--- src/rtl/if_fetch_resp.sv ---
// -----------------------------------------------------------------------------
// if_fetch_resp
//   Memory-side end of the PC generator's fetch interface. Takes ce/pc, issues
//   a single outstanding read on the instruction bus and returns the
//   instruction and its address to the IF/ID register. While a fetch is in
//   progress it requests a PC hold, so the PC only advances on the edge that
//   registers the fetched instruction. A flush (jump or interrupt) aborts or
//   discards the fetch that is in flight.
//
// Ports
//   clk_i, rst_ni          clock (rising edge), synchronous active-low reset
//   ce_i, pc_i             fetch enable and word-aligned fetch address
//   stall_i[5:0]           pipeline stall vector, bit 1 holds IF/ID
//   flush_i                single-cycle jump/interrupt flush
//   stallreq_o             PC hold request (combinational)
//   bus_req_o/bus_addr_o   read request and address, held until granted
//   bus_gnt_i              request accepted this cycle
//   bus_rvalid_i/rdata_i   read data return, bus_err_i qualified by rvalid
//   inst_o/inst_addr_o     fetched instruction and its address
//   inst_valid_o           inst_o holds a valid instruction
//   fetch_fault_o          one-cycle pulse marking a faulted (NOP) delivery
// -----------------------------------------------------------------------------
module if_fetch_resp #(
   parameter int ADDR_WIDTH     = 32,
   parameter int INST_WIDTH     = 32,
   parameter int TIMEOUT_CYCLES = 255
) (
   input  logic                  clk_i,
   input  logic                  rst_ni,
   input  logic                  ce_i,
   input  logic [ADDR_WIDTH-1:0] pc_i,
   input  logic [5:0]            stall_i,
   input  logic                  flush_i,
   output logic                  stallreq_o,
   output logic                  bus_req_o,
   output logic [ADDR_WIDTH-1:0] bus_addr_o,
   input  logic                  bus_gnt_i,
   input  logic                  bus_rvalid_i,
   input  logic [INST_WIDTH-1:0] bus_rdata_i,
   input  logic                  bus_err_i,
   output logic [INST_WIDTH-1:0] inst_o,
   output logic [ADDR_WIDTH-1:0] inst_addr_o,
   output logic                  inst_valid_o,
   output logic                  fetch_fault_o
);

   localparam logic                  STOP     = 1'b1;
   localparam logic [INST_WIDTH-1:0] NOP      = INST_WIDTH'(32'h0000_0013);
   localparam int                    CNT_W    = (TIMEOUT_CYCLES > 2) ? $clog2(TIMEOUT_CYCLES) : 1;
   localparam logic [CNT_W-1:0]      TMO_LAST = CNT_W'(TIMEOUT_CYCLES - 1);

   typedef enum logic [2:0] {
      S_IDLE,
      S_REQ,
      S_WAIT,
      S_HOLD,
      S_DROP
   } state_e;

   // Counter saturates on its last value; the timeout condition stays true
   // until the fetch leaves REQ/WAIT, so a stalled timeout fires later.
   function automatic logic [CNT_W-1:0] sat_inc(input logic [CNT_W-1:0] cnt);
      sat_inc = (cnt == TMO_LAST) ? cnt : cnt + CNT_W'(1);
   endfunction

   // A faulted delivery always presents a NOP instead of the bus data.
   function automatic logic [INST_WIDTH-1:0] fault_mask(input logic [INST_WIDTH-1:0] data,
                                                        input logic                  err);
      fault_mask = err ? NOP : data;
   endfunction

   state_e                  state_q, state_d;
   logic [CNT_W-1:0]        cnt_q;
   logic                    flush_seen_q, flush_seen_d;
   logic                    req_pend_q, req_pend_d;
   logic [INST_WIDTH-1:0]   skid_data_q;
   logic                    skid_err_q;

   logic                    hold_ok;
   logic                    tmo_hit;
   logic                    flush_now;
   logic                    deliver;
   logic [INST_WIDTH-1:0]   del_data;
   logic                    del_err;
   logic                    skid_load;
   logic                    latch_pc;
   logic                    cnt_clr;
   logic                    cnt_inc;

   // Only bit 1 of the stall vector concerns this stage.
   logic                    unused_stall;
   assign unused_stall = ^{stall_i[5:2], stall_i[0]};

   assign hold_ok   = (stall_i[1] != STOP);
   assign tmo_hit   = (cnt_q == TMO_LAST);
   assign flush_now = flush_i | flush_seen_q;

   // ---- next-state / delivery decision ----
   always_comb begin
      state_d      = state_q;
      flush_seen_d = flush_seen_q;
      req_pend_d   = req_pend_q;
      deliver      = 1'b0;
      del_data     = bus_rdata_i;
      del_err      = bus_err_i;
      skid_load    = 1'b0;
      latch_pc     = 1'b0;
      cnt_clr      = 1'b0;
      cnt_inc      = 1'b0;

      case (state_q)
         S_IDLE: begin
            flush_seen_d = 1'b0;
            req_pend_d   = 1'b0;
            if (ce_i && !flush_i) begin
               latch_pc = 1'b1;
               cnt_clr  = 1'b1;
               state_d  = S_REQ;
            end
         end

         S_REQ: begin
            cnt_inc = 1'b1;
            if (flush_i) flush_seen_d = 1'b1;
            // The request is never withdrawn: a flushed fetch still waits for
            // its grant and then discards the returning data in DROP.
            if (bus_gnt_i) state_d = flush_now ? S_DROP : S_WAIT;
            if (tmo_hit && !flush_now && hold_ok) begin
               deliver    = 1'b1;
               del_err    = 1'b1;
               state_d    = S_DROP;
               req_pend_d = !bus_gnt_i;
            end
         end

         S_WAIT: begin
            cnt_inc = 1'b1;
            if (flush_i) begin
               state_d = bus_rvalid_i ? S_IDLE : S_DROP;
            end else if (bus_rvalid_i) begin
               if (hold_ok) begin
                  deliver = 1'b1;
                  state_d = S_IDLE;
               end else begin
                  skid_load = 1'b1;
                  state_d   = S_HOLD;
               end
            end else if (tmo_hit && hold_ok) begin
               deliver = 1'b1;
               del_err = 1'b1;
               state_d = S_IDLE;
            end
         end

         S_HOLD: begin
            del_data = skid_data_q;
            del_err  = skid_err_q;
            if (flush_i) begin
               state_d = S_IDLE;
            end else if (hold_ok) begin
               deliver = 1'b1;
               state_d = S_IDLE;
            end
         end

         S_DROP: begin
            // A timed-out request still owes the bus its grant before the
            // read it started can be drained.
            if (req_pend_q) begin
               if (bus_gnt_i) req_pend_d = 1'b0;
            end else if (bus_rvalid_i) begin
               state_d = S_IDLE;
            end
         end

         default: state_d = S_IDLE;
      endcase
   end

   assign stallreq_o = ce_i & ~deliver;
   assign bus_req_o  = (state_q == S_REQ) | ((state_q == S_DROP) & req_pend_q);

   // ---- control and output registers ----
   always_ff @(posedge clk_i) begin
      if (!rst_ni) begin
         state_q       <= S_IDLE;
         cnt_q         <= '0;
         flush_seen_q  <= 1'b0;
         req_pend_q    <= 1'b0;
         skid_err_q    <= 1'b0;
         bus_addr_o    <= '0;
         inst_o        <= NOP;
         inst_addr_o   <= '0;
         inst_valid_o  <= 1'b0;
         fetch_fault_o <= 1'b0;
      end else begin
         state_q      <= state_d;
         flush_seen_q <= flush_seen_d;
         req_pend_q   <= req_pend_d;

         if (cnt_clr)      cnt_q <= '0;
         else if (cnt_inc) cnt_q <= sat_inc(cnt_q);

         if (latch_pc)  bus_addr_o <= pc_i;
         if (skid_load) skid_err_q <= bus_err_i;

         // Flush beats delivery and stall; a stall freezes IF/ID but the
         // fault flag stays a single-cycle pulse.
         if (flush_i) begin
            inst_valid_o  <= 1'b0;
            inst_o        <= NOP;
            fetch_fault_o <= 1'b0;
         end else if (deliver) begin
            inst_o        <= fault_mask(del_data, del_err);
            inst_addr_o   <= bus_addr_o;
            inst_valid_o  <= 1'b1;
            fetch_fault_o <= del_err;
         end else if (!hold_ok) begin
            fetch_fault_o <= 1'b0;
         end else begin
            inst_valid_o  <= 1'b0;
            inst_o        <= NOP;
            fetch_fault_o <= 1'b0;
         end
      end
   end

   // ---- skid data register ----
   always_ff @(posedge clk_i) begin
      if (skid_load) skid_data_q <= bus_rdata_i;
   end

endmodule

--- config.mk ---
export PLATFORM = sky130hd
export DESIGN_NAME = if_fetch_resp
export DESIGN_NICKNAME = d
export VERILOG_FILES = /design/src/rtl/if_fetch_resp.sv
export SDC_FILE = /design/constraint.sdc
export NUM_CORES = 1
export LEC_CHECK = 0
export ABC_AREA = 1
export BUFFER_PORTS_ARGS = -buffer_cell sky130_fd_sc_hd__buf_2
export CAP_MARGIN = 30
export CORE_MARGIN = 8
export CORE_UTILIZATION = 55
export DETAILED_ROUTE_END_ITERATION = 6
export GPL_ROUTABILITY_DRIVEN = 0
export PLACE_DENSITY = 0.81
export SYNTH_ARGS = -nofsm -noshare
export SYNTH_HDL_FRONTEND = slang
export SYNTH_SLANG_ARGS = --single-unit
export TNS_END_PERCENT = 5
--- constraint.sdc ---
create_clock -name clk_i -period 4.9 [get_ports clk_i]
set_input_delay 0.245 -clock clk_i [delete_from_list [all_inputs] [get_ports clk_i]]
set_output_delay 0.245 -clock clk_i [all_outputs]
set_load 0.01 [all_outputs]
==> results of run 1 <==
## layer usage
layer | up-vias | GRT usage | wire, µm
met2 | 306 | 0.437 | 9110
met3 | 56 | 0.0861 | 1710
met1 | 2707 | 0.262 | 6760
met4 | 2 | 0.123 | 508
met5 | - | 0 | 13
li1 | 2822 | - | -
## layout make-up
type                            instances  share of cell area
Clock buffer                           24              0.0638
Clock inverter                          8              0.0122
Inverter                               29              0.0136
Multi-Input combinational cell        498               0.285
Sequential cell                       144               0.399
Tap cell                              136              0.0212
Timing Repair Buffer                  245               0.205
## sequential cells by signal (all words and copies together), names as in the netlist
register,count
bus_addr_o,32
cnt_q,8
fetch_fault_o,1
flush_seen_q,1
inst_addr_o,32
inst_o,32
inst_valid_o,1
req_pend_q,1
skid_data_q,32
skid_err_q,1
state_q,3
## logic make-up (layout without fill, tap and decap cells)
logic type,after synthesis,count (layout),synth area share
and+or+nand+nor,375,375,0.281
DFF,144,144,0.552
AOI/OAI and AO/OA,120,120,0.106
buffers and inverters,74,306,0.0552
adders and majority gates,2,2,0.00431
xor gates and xnor gates,1,1,0.00151
## placed cells by master (no fill, tap or decap), drive strengths merged
cell type / instances
nor3: 35
dlygate4sd3: 65
clkbuf: 24
bufinv: 2
xor2: 1
a21boi: 1
a21oi: 44
clkinvlp: 1
inv: 30
nand2: 163
ha: 2
nor2: 121
clkinv: 4
buf: 180
edfxtp: 32
a211oi: 1
o21ai: 74
or2: 6
dfxtp: 112
nand3: 14
nand4: 35
nor3b: 1
## metrics by stage
step	utilization	hold slack (ns)	power [mW]	instances
floorplan	-	0.344	1.54	716
global placement	0.648	0.438	1.65	983
detailed placement	0.653	0.442	1.68	985
CTS	0.776	0.0000108	3.00	1082
global route	0.781	0.0249	3.13	1084
finish	0.781	0.0171	3.02	1084
## power by group
part	switching [mW]	leakage, nW	total, mW	internal [mW]
Sequential	0.0471	1.20	1.31	1.27
Combinational	0.240	2.12	0.404	0.164
Clock	0.478	0.303	1.30	0.822
## synth_stat cells, drive strengths merged, types with 2 or more instances
library cell / instances / share of area
or2: 6 / 0.0065
buf: 20 / 0.020
dfxtp: 112 / 0.39
o21ai: 74 / 0.064
ha: 2 / 0.0043
nand3: 14 / 0.014
inv: 29 / 0.019
clkbuf: 25 / 0.016
nand4: 35 / 0.038
edfxtp: 32 / 0.17
nand2: 163 / 0.11
nor3: 35 / 0.032
a21oi: 44 / 0.039
nor2: 121 / 0.083
## worst max-delay path: cells and delay by family, from the launching register on
kind | cells | cell delay [ns]
buffers and inverters | 2 | 0.70
flip-flops | 1 | 0.51
AND/OR/NAND/NOR | 8 | 1.56
## path summary, 6_finish.rpt
check                           startpoint      endpoint  slack, ns  depth (start not counted)
worst min-delay path               flush_i  flush_seen_q       0.02                          3
worst min register to register   inst_o[9]     inst_o[9]       0.45                          2
worst max register to register  state_q[0]     inst_o[1]       1.98                         10
worst max-delay path            state_q[0]     inst_o[1]       1.98                         10
## repair_timing
| action | 4_1_cts | 5_1_grt |
|---|---|---|
| hold endpoints to repair | 65 | 0 |
| resized for setup | 0 | 0 |
| hold buffers | 65 | 0 |
==> metrics.txt, run 1 <==
outcome=completed; fin nets=around 1k; CTS root buf=clkbuf_8; Synth Instances=716; Worst setup EP type=flop; hpwl dp=roughly 11 mm; drt total wl=18.1 mm; setup TNS=0 ns; sequential fraction of the synthesis area=0.552; library cells used by synthesis=27; clock latency at the later pin of the worst-skew pair=0.52 ns; Avg WL per Cell=between 15 and 20 µm; Slowest cell on crit path=nor2_4; Worst Tran Pin Value=~0.96 ns; RSZ-0062 raised after global routing=false; Initial Utilization=0.564; Congestion Overflow GR=0; fraction of registers with async set/reset=0; yosys synthesis warning count=0; Area Growth Syn to Fin=38.3%; # fillers=652; ANT cells=0; Worst Path Max Fanout=35; PwrDens=approximately 380 nW/µm²; Leak=approximately 3.6 nW; CP max stage delay=about 0.63 ns; most frequent CP cell=nand2_1; Tmin final=between 2 and 3 ns; FF/Latch Area=approximately 3200 µm²; startpoint types=flop; Mean Syn Cell Area=~8 µm²; Post-CTS Setup Inserts=0; CTS H-tree depth=4; critical path class=flop to flop; initial antenna violation count=1; worst slack at placement=approximately 2.1 ns; via/cell ratio=between 5 and 6; ys flop type=dfxtp_1; final clock period utilization by the worst path=0.596; headroom to the max-slew limit=0.358; final setup skew=approximately 0.0052 ns; FF+latch count, synth=between 100 and 150; cell area after synthesis=roughly 5800 µm²; row count=37; Pre-antenna DRT Iters=5; Die H=between 100 and 150 µm; core outline area=~10000 µm²; fmax=0.343 GHz; MaxCap Viol Count=0; Setup WS post-layout=1.98 ns; DR vias=slightly below 6k; clock sinks=roughly 140; GRT Util Overall=0.249; Final Instance Area=about 8000 µm²; endpoints failing hold=0; largest net degree at the start of global routing=67; Detailed Route Iter0 Violations=about 560; syn_nets=approximately 800; vias in the first global route=~5.8k; Worst EP required=around 5.3 ns; Max Slew Vio Count=0; VDD IR max=around 0.32 mV; TritonCTS clock tree=built; final setup fails=0; global-route wire length before repair=roughly 29 mm; multi-input logic area=between 2000 and 2500 µm²; Data arrival, critical path=approximately 3.3 ns; Placed Area=about 6700 µm²; width of the die=around 120 µm; DRC violations left=0; Hold Path Class=input pin to flop; # IOs=about 180; DRT antenna net count=0; critical path, cell by cell=nand2_1, nor2_4, buf_4, inv_2, nand2_1, nand2_1, nor2_4, nand4_1, nand2_1, nand2_1; CTS Buffer Depth=2; clock slew at reported path FFs=about 0.06 ns; CTS Buf Count=17; die area=roughly 14000 µm²; layout cell share with drive strength beyond 1=0.244; number of synthesized flops with an enable pin=32; IO buf count=around 170
Power figures use the tool's default switching activity.
==> run 2, diff against run 1 <==
--- a/config.mk
+++ b/config.mk
@@ -9,10 +9,10 @@
 export BUFFER_PORTS_ARGS = -buffer_cell sky130_fd_sc_hd__buf_2
 export CAP_MARGIN = 30
 export CORE_MARGIN = 8
-export CORE_UTILIZATION = 55
+export CORE_UTILIZATION = 51
 export DETAILED_ROUTE_END_ITERATION = 6
 export GPL_ROUTABILITY_DRIVEN = 0
-export PLACE_DENSITY = 0.81
+export PLACE_DENSITY = 0.75
 export SYNTH_ARGS = -nofsm -noshare
 export SYNTH_HDL_FRONTEND = slang
 export SYNTH_SLANG_ARGS = --single-unit
==> constraint.sdc (replaced) <==
create_clock -name clk_i -period 2.9 [get_ports clk_i]
set_input_delay 0.145 -clock clk_i [delete_from_list [all_inputs] [get_ports clk_i]]
set_output_delay 0.145 -clock clk_i [all_outputs]
set_load 0.01 [all_outputs]
==> run 2 against run 1 <==
Compared with the run above:
- final cell count is 0.74% higher
- final area is 0.12% lower
- power is 73% higher
- hold slack worse by 0.0011 ns
- setup slack worse by 1.5 ns
- critical endpoint is now stallreq_o
- highest routed layer is now met4
==> metrics.txt, run 2 (synthesis results as in run 1) <==
width of the die=123 µm (+3.3%); initial antenna violation count=0 (-1); # fillers=863 (+32%); Slowest cell on crit path=buf_4; DRT antenna net count=0 (unchanged); Avg WL per Cell=15.8 µm (-5.7%); reg2reg setup slack=0.72 ns (-1.26 ns); global-route wire length before repair=27.8 mm (-2.6%); setup TNS=0 ns (unchanged); Worst EP required=2.76 ns (-2.55 ns); critical path class=flop to output pin; clock slew at reported path FFs=0.06 ns (about the same); Final Hold Slack=0.0160 ns (-0.00108 ns); outcome=completed; ANT cells=0 (unchanged); DR vias=5808 (-1.4%); drt total wl=17.2 mm (-5.0%); die area=15000 µm² (+6.8%); Congestion Overflow GR=0 (unchanged); vias in the first global route=5804 (-0.22%); Detailed Route Iter0 Violations=447 (-19%); clock sinks=144 (unchanged); VDD IR max=0.436 mV (+35%); core outline area=11300 µm² (+9.7%); Worst setup EP type=output pin; Data arrival, critical path=2.23 ns (-1.10 ns); MaxCap Viol Count=0 (unchanged); TritonCTS clock tree=built; CTS resizes=0 (unchanged); CTS Buf Count=17 (unchanged); row count=39 (+5.4%); overall power=5.22 mW (+73%); Tmin final=between 2 and 2.5 ns; startpoint types=flop; RSZ-0062 raised after global routing=false; DRC violations left=0 (unchanged); Die H=123 µm (+3.3%); Pre-antenna DRT Iters=5 (unchanged); final clock period utilization by the worst path=0.818; critical path, cell by cell=inv_1, ha_1, nand2_1, nor2_1, nand3_2, nor3_4, buf_4, nor3b_1, buf_2; IO buf count=171 (unchanged); CP max stage delay=0.37 ns (-0.26 ns); layout cell share with drive strength beyond 1=0.242 (-0.00131); Max Slew Vio Count=0 (unchanged); Worst Path Max Fanout=33 (-5.7%); fin nets=1015 (+0.099%); via/cell ratio=5.32 (-2.2%); headroom to the max-slew limit=0.320 (-0.0384); most common cell after layout, fill and taps aside=buf_2; Area Growth Syn to Fin=38.1%; CTS root buf=clkbuf_16; CTS H-tree depth=4 (unchanged); PwrDens=651 nW/µm² (+73%); most frequent cells in the layout=buf_2 (171), nand2_1 (162), nor2_1 (115), dfxtp_1 (112), dlygate4sd3_1 (64); Initial Utilization=0.515 (-0.0498); final setup fails=0 (unchanged); Finished Core Util=0.711 (-0.0698); # IOs=177 (unchanged); CTS Buffer Depth=2 (unchanged); GRT Util Overall=0.232 (-0.0169); largest net degree at the start of global routing=66 (-1.5%); clock latency at the later pin of the worst-skew pair=0.41 ns (-0.11 ns); endpoints failing hold=0 (unchanged); fmax=0.421 GHz; Leak=3.61 nW (-0.24%); hpwl dp=10.9 mm (+0.41%); Worst Tran Pin Value=1.02 ns (+0.0565 ns); final setup skew=0.00616 ns (+0.000925 ns); Hold Path Class=input pin to flop
run 2: changes by cell type in the layout (fill, tap and decap cells not counted), sizes merged:
cell	delta
buf	+2
bufinv	+3
clkbuf	-3
clkinv	+2
clkinvlp	-1
dlygate4sd3	-1
inv	-1
run 2: final timing paths:
check	start	depth (start not counted)	endpoint
max	cnt_q[0]	9	stallreq_o
min	bus_err_i	3	skid_err_q
max reg2reg	state_q[0]	7	bus_addr_o[1]
min reg2reg	inst_o[18]	2	inst_o[18]
run 2: final cells by class:
cell class	count	area, µm²	area share
flip-flops and latches	144	3200	0.400
multi-input cells	498	2280	0.285
repair buffers	246	1590	0.199
clock buffers	21	460	0.0575
clock inverters	11	185	0.0231
well taps	143	179	0.0223
inverters	29	109	0.0136
run 2: power by group:
group	switching (mW)	internal, mW	leakage, nW
Sequential	0.0782	2.14	1.20
Combinational	0.388	0.258	2.09
Clock	0.787	1.57	0.316
Total	1.25	3.96	3.61
run 2: repair_timing:
item,CTS,global route
buffers inserted,0,0
hold buffers,64,0
endpoints found under the hold margin,64,0
run 2: per-stage QoR:
step                      instance area, µm²  worst slack (ns)  instances
after floorplan                         5800              1.08        716
after global placement                  6730             0.847        996
after detailed placement                6730             0.823        996
after CTS                               8010             0.510       1092
after global routing                    8010             0.339       1092
final                                   8010             0.527       1092
run 2: worst max-delay path: cells and delay by family (launching register included):
kind	cells	cell delay, ns
buffers and inverters	3	0.60
adder cells (fa/ha/maj)	1	0.14
AND/OR/NAND/NOR	5	0.72
flip-flops	1	0.33
run 2: metal layers:
| metal | vias to the layer above | wire [µm] | part of all wire | GRT usage |
|---|---|---|---|---|
| met5 | - | 0 | 0 | 0 |
| li1 | 2817 | - | - | - |
| met1 | 2686 | 6710 | 0.39 | 0.259 |
| met2 | 267 | 8590 | 0.50 | 0.398 |
| met3 | 38 | 1490 | 0.087 | 0.0759 |
| met4 | 0 | 412 | 0.024 | 0.107 |
